### src/rtl/spi_sclk_edge_detector_n_if.sv
// spi_sclk_edge_detector_n_if: sampling controls, raw input lines and per-channel filtered edge outputs
interface spi_sclk_edge_detector_n_if #(parameter int CH = 1);
  logic en;
  logic [1:0] mode;
  logic [CH-1:0] din;
  logic tick;
  logic [CH-1:0] level;
  logic [CH-1:0] rise;
  logic [CH-1:0] fall;
  logic [CH-1:0] dout;
  modport master(output en, mode, din, input tick, level, rise, fall, dout);
  modport slave(input en, mode, din, output tick, level, rise, fall, dout);
endinterface

### src/rtl/spi_sclk_edge_detector_n.sv
// spi_sclk_edge_detector_n: divided-tick sampler with synchroniser, glitch filter and per-channel edge pulses
module spi_sclk_edge_detector_n #(
  parameter int CH = 1,
  parameter int DIV = 32,
  parameter int TICK_PHASE = 1,
  parameter int SYNC_STAGES = 2,
  parameter int FILT = 1
) (
  input logic clk,
  input logic n_rst,
  spi_sclk_edge_detector_n_if.slave bus
);
  localparam int CW = $clog2(DIV);
  localparam int FW = $clog2(FILT + 1);
  logic [CW-1:0] cnt;
  logic tick;
  logic [CH-1:0] sync_q [SYNC_STAGES];
  logic [CH-1:0] sq;
  logic [FW-1:0] fcnt [CH];
  logic [CH-1:0] diff;
  logic [CH-1:0] accept;
  logic [CH-1:0] level;
  logic [CH-1:0] rise;
  logic [CH-1:0] fall;
  logic [CH-1:0] dout;
  assign tick = bus.en && cnt == CW'(TICK_PHASE);
  assign sq = sync_q[SYNC_STAGES-1];
  assign diff = sq ^ level;
  assign bus.tick = tick;
  assign bus.level = level;
  assign bus.rise = rise;
  assign bus.fall = fall;
  assign bus.dout = dout;
  // free-running sample divider, parked at zero while disabled so re-enable starts a fresh period
  always_ff @(posedge clk or negedge n_rst)
    if (!n_rst) cnt <= '0;
    else cnt <= !bus.en ? '0 : (cnt == CW'(DIV - 1)) ? '0 : cnt + 1'b1;
  // synchroniser chain for the asynchronous lines, clocked every cycle independent of en
  always_ff @(posedge clk or negedge n_rst)
    if (!n_rst) begin
      for (int s = 0; s < SYNC_STAGES; s++) sync_q[s] <= '0;
    end else begin
      sync_q[0] <= bus.din;
      for (int s = 1; s < SYNC_STAGES; s++) sync_q[s] <= sync_q[s-1];
    end
  // a change is accepted on the tick that completes FILT consecutive differing samples
  always_comb
    for (int c = 0; c < CH; c++) accept[c] = tick && diff[c] && fcnt[c] == FW'(FILT - 1);
  // filter counters advance only on ticks; level and the one-cycle pulses follow accepted changes
  always_ff @(posedge clk or negedge n_rst)
    if (!n_rst) begin
      for (int c = 0; c < CH; c++) fcnt[c] <= '0;
      level <= '0;
      rise <= '0;
      fall <= '0;
      dout <= '0;
    end else begin
      for (int c = 0; c < CH; c++) fcnt[c] <= !tick ? fcnt[c] : (!diff[c] || accept[c]) ? '0 : fcnt[c] + 1'b1;
      level <= level ^ accept;
      rise <= accept & sq;
      fall <= accept & ~sq;
      dout <= (accept & sq & {CH{bus.mode[0]}}) | (accept & ~sq & {CH{bus.mode[1]}});
    end
endmodule

### src/flat_wrapper.sv
// flat-port wrapper written by rule: the top's interface ports become plain ports
module spi_sclk_edge_detector_n_flat 
#(
  parameter int CH = 1,
  parameter int DIV = 32,
  parameter int TICK_PHASE = 1,
  parameter int SYNC_STAGES = 2,
  parameter int FILT = 1
)
  (clk, n_rst, bus_en, bus_mode, bus_din, bus_tick, bus_level, bus_rise, bus_fall, bus_dout);
  spi_sclk_edge_detector_n_if #(.CH(CH)) bus_i ();
  input logic clk;
  input logic n_rst;
  input wire logic [$bits(bus_i.en)-1:0] bus_en;
  input wire logic [$bits(bus_i.mode)-1:0] bus_mode;
  input wire logic [$bits(bus_i.din)-1:0] bus_din;
  output wire logic [$bits(bus_i.tick)-1:0] bus_tick;
  output wire logic [$bits(bus_i.level)-1:0] bus_level;
  output wire logic [$bits(bus_i.rise)-1:0] bus_rise;
  output wire logic [$bits(bus_i.fall)-1:0] bus_fall;
  output wire logic [$bits(bus_i.dout)-1:0] bus_dout;
  assign bus_i.en = bus_en;
  assign bus_i.mode = bus_mode;
  assign bus_i.din = bus_din;
  assign bus_tick = bus_i.tick;
  assign bus_level = bus_i.level;
  assign bus_rise = bus_i.rise;
  assign bus_fall = bus_i.fall;
  assign bus_dout = bus_i.dout;
  spi_sclk_edge_detector_n #(.CH(CH), .DIV(DIV), .TICK_PHASE(TICK_PHASE), .SYNC_STAGES(SYNC_STAGES), .FILT(FILT)) u_core (.clk(clk), .n_rst(n_rst), .bus(bus_i));
endmodule
### config.mk
export PLATFORM = sky130hd
export DESIGN_NAME = spi_sclk_edge_detector_n_flat
export DESIGN_NICKNAME = d
export VERILOG_FILES = /design/src/rtl/spi_sclk_edge_detector_n_if.sv /design/src/rtl/spi_sclk_edge_detector_n.sv /design/src/flat_wrapper.sv
export SDC_FILE = /design/constraint.sdc
export NUM_CORES = 1
export LEC_CHECK = 0
export CAP_MARGIN = 20
export CORE_ASPECT_RATIO = 1.25
export CORE_MARGIN = 3
export CORE_UTILIZATION = 25
export CTS_BUF_LIST = sky130_fd_sc_hd__clkbuf_16
export CTS_CLUSTER_DIAMETER = 50
export DETAILED_ROUTE_END_ITERATION = 8
export MAX_ROUTING_LAYER = met4
export SYNTH_ARGS = -nofsm -noshare
export SYNTH_HDL_FRONTEND = slang
export SYNTH_SLANG_ARGS = --single-unit
### constraint.sdc
create_clock -name clk -period 4.53 [get_ports clk]
set_clock_uncertainty 0.1 [all_clocks]
set_input_delay 0.906 -clock clk [delete_from_list [all_inputs] [get_ports clk]]
set_output_delay 0.906 -clock clk [all_outputs]
set_load 0.05 [all_outputs]
Word-level counts from Yosys, hierarchy flattened --
Index checks and enable logic that the tools add are counted.
Word-level totals: register bits after elaboration 12, latch bits 0, bits in writable memories 0, memory bits (read-only) 0, input port bits 6, output and inout bits 5, word-level logic and storage cells 29, memories kept 0
Cells by class: add/subtract/negate cells 2, multiply operators 0, divide/modulo/power cells 0, order comparisons 0, eq/ne operators 2, shift operators 0, mux-type cells 3, bitwise logic cells 9, reduce and logical (&&, ||, !) cells 5
Operators by type and width (number):
- 5-bit two-way mux | 2
- 5-bit by 1-bit adder with 5-bit output (second input constant) | 1
- 5-bit by 1-bit equality test with 1-bit output (second input constant) | 1
- 5-bit equality test (second input constant) | 1
- 1-bit bitwise AND | 4
- 1-bit logical AND | 3
- 1-bit NOT | 2
- 1-bit bitwise XOR | 2
- 1-bit adder (second input constant) | 1
- 1-bit logical NOT | 1
- 1-bit logical OR | 1
- 1-bit two-way mux | 1
- 1-bit OR | 1

Depth between registers and ports, before layout --
depth after elaboration 7, mapped depth 5, gate-level depth less buffers 5

Worst setup path after synthesis --
No wires, ideal clock.
path kind input to output, from input bus_en, to output bus_tick, arrival 1.480 ns, required time 3.524 ns, setup slack 2.044 ns, cell stages on the path 2, path buffers 0, cells stage by stage nor4b_2 -> and2_2
On the way: longest elaborated chain between the ends 1
RTL lines:
- start, declared | RTL line flat_wrapper.sv:14 | input wire logic [$bits(bus_i.en)-1:0] bus_en;
- 1-bit logical AND | RTL line spi_sclk_edge_detector_n.sv:26 | assign tick = bus.en && cnt == CW'(TICK_PHASE);
- end, declared | RTL line flat_wrapper.sv:17 | output wire logic [$bits(bus_i.tick)-1:0] bus_tick;
Every way passes these cells.

Worst setup path in the final report --
Ends and elaborated chain as after synthesis.

==> results by group <==
Route
  – First-pass DRT Iterations: 4
  – Top routing layer used: met4
  – # DRC: 0
  – DR WL/cell: 10.7 µm
  – First-iteration detailed-routing DRC count: 3
  – Via/cell ratio: 4.32
  – Final ANT Viol Nets: 0
  – M1 wire length: 300 µm
  – Routed length on met2: 353 µm
  – Post-Route WL: 738 µm
  – Detailed-route via count: 298
  – Wire length on met3: 54 µm

Timing
  – F_max: 274 MHz
  – Slew headroom: 0.648
  – Slew Limit Fails: 0
  – Tightest Pin Transition: 0.526 ns
  – Setup_tns: 0 ns
  – Hold Violations, Final: 0
  – Final period utilization: 0.807
  – Fin crit period: 3.65 ns
  – Final setup fails: 0
  – RSZ-0062 raised after global routing: no

Setup path
  – Crit path required time: 3.52 ns
  – Critical Path AT: 2.65 ns
  – CP bufs+invs: 2
  – Worst Setup Path Type: in2out
  – Worst setup SP type: input pin
  – CP top delay family: buffers and inverters
  – CP most frequent cell: clkdlybuf4s50_1
  – Critical-path cell list: clkdlybuf4s50_1 -> nor4b_2 -> and2_2 -> clkdlybuf4s50_1
  – Critical path endpoint category: primary output
  – Crit-path slowest cell: clkdlybuf4s50_1
  – Crit path largest cell delay: 0.79 ns
  – Crit path max fanout: 3

Clocking
  – CTS max path bufs: 2
  – CTS Hold Buffers Added: 0
  – CTS Root Buffer Type: clkbuf_16
  – Post-cts sizing count: 0
  – CTS Sinks: 12
  – Total CTS buffers: 3
  – Clock tree from TritonCTS: built
  – Worst-Skew Late Latency: 0.24 ns
  – Postcts setup bufs: 0
  – H-tree depth: 1
  – Clock transition at path regs: 0.04 ns

Power and ir drop
  – LEAKAGE: 0.319 nW
  – Peak VDD IR: 0.000192 V
  – Power per Cell Area: 472 nW/µm²

Die
  – Die Area: 2530 µm²
  – Core area: 1810 µm²
  – # IOs: 11
  – Initial Util: 0.271
  – Floorplan row count: 17
  – Die span in x: 45.6 µm
  – Die extent in y: 55.5 µm

Min path
  – Hold Path Class: reg2reg

Yosys
  – Synthesized net count: 45
  – Post-Synthesis Cells: 36
  – Avg Inst Size Synth: 13.6 µm²
  – Yosys reg bits: 12
  – Syn Std Cell Area: 489 µm²
  – Synth unique cells: 18
  – Sequential area share after synthesis: 0.614
  – Syn. warnings: 0

Global route
  – Largest net degree at the start of global routing: 13
  – Total GRT Usage: 0.0779
  – First-pass GRT wire length: 1300 µm
  – Initial antenna violation count: 0
  – Vias in the first global route: 292
  – Aggregate global routing overflow: 0

Placement
  – Placement-stage cell area: 613 µm²
  – Port Buffer Count: 10
  – Global placement routability congestion: 0.625

Job
  – Max-Cap Viols: 0

Final layout
  – Fin util: 0.383
  – Post-route cell area: 692 µm²
  – Number of diodes: 0
  – P&R area growth vs syn: 41.4%
  – Share of post-route cells with drive strength above 1: 0.160
  – Final layout net count: 60

Run status
  – Outcome: completed
-- cells in the mapped netlist --
master / number / area, µm²
ha_1: 3 / 37.5
nor4b_2: 1 / 15.0
dfrtp_1: 12 / 300
a21oi_1: 1 / 5.00
nor3b_1: 2 / 15.0
mux2_4: 1 / 15.0
and2_1: 1 / 6.26
nand2b_1: 1 / 6.26
nand3b_1: 2 / 15.0
xor2_1: 1 / 8.76
nor2b_1: 1 / 6.26
xnor2_1: 1 / 8.76
nand3_1: 1 / 5.00
nand3b_2: 1 / 11.3
nor2_1: 4 / 15.0
and2_2: 1 / 7.51
and3_2: 1 / 7.51
inv_1: 1 / 3.75
-- placed cells by master, fill, tap and decap left out, drive strengths merged, types with 2 or more instances in the layout --
cell,n
and2,2
clkbuf,3
clkdlybuf4s50,10
dfrtp,12
ha,3
nand3b,3
nor2,4
nor3b,2
-- power breakdown --
group	internal [W]	leakage (nW)	switching [W]
clock	0.000116	0.0385	0.0000449
sequential	0.000114	0.158	0.00000648
combinational	0.0000201	0.122	0.0000247
total	0.000250	0.319	0.0000761
-- final cells by class --
class,instances,area [µm²]
Tap cell,19,23.8
Clock inverter,1,3.75
Clock buffer,3,75.1
Multi-Input combinational cell,23,185
Inverter,1,3.75
Sequential cell,12,300
Timing Repair Buffer,10,100
Fill cell,168,1120
-- cells by family after synthesis --
family	count (synthesis)	share of synthesized area
multiplexers	1	0.0307
AND/OR/NAND/NOR	16	0.225
buffers and inverters	1	0.00767
AO/OA/AOI/OAI	1	0.0102
XOR/XNOR	2	0.0358
flip-flops	12	0.614
adder cells (fa/ha/maj)	3	0.0767
-- state kept, by name (all words and copies together) (netlist names) --
| name | cells |
|---|---|
| u_core.bus.fall | 1 |
| u_core.cnt | 5 |
| u_core.sq | 1 |
| u_core.bus.rise | 1 |
| u_core.bus.dout | 1 |
| u_core.sync_q | 1 |
| u_core.bus.level | 1 |
| u_core.fcnt | 1 |
-- stage by stage --
stage	setup slack [ns]	power (W)	instances	hold WS, ns
floorplan	2.04	0.000150	36	0.231
global placement	0.877	0.000167	65	0.232
detailed placement	0.858	0.000167	65	0.240
CTS	0.858	0.000332	69	0.250
global route	0.780	0.000342	69	0.259
finish	0.876	0.000327	69	0.248
-- routing by layer --
metal | up-vias | GRT usage
met5 | - | -
met4 | 0 | 0.0753
met3 | 3 | 0.0391
met2 | 9 | 0.0838
met1 | 137 | 0.0972
li1 | 149 | -
-- final timing paths --
path	endpoint	cells past startpoint	slack [ns]	start
max	bus_tick	4	0.88	bus_en
max reg2reg	u_core.cnt[3]	5	3.03	u_core.cnt[0]
min reg2reg	u_core.sq	0	0.25	u_core.sync_q[1]
min in group asynchronous	u_core.cnt[2]	1	0.92	n_rst
min	u_core.sq	0	0.25	u_core.sync_q[1]
max in group asynchronous	u_core.bus.dout	1	3.06	n_rst
No activity file was read; power rests on OpenSTA's default activity.
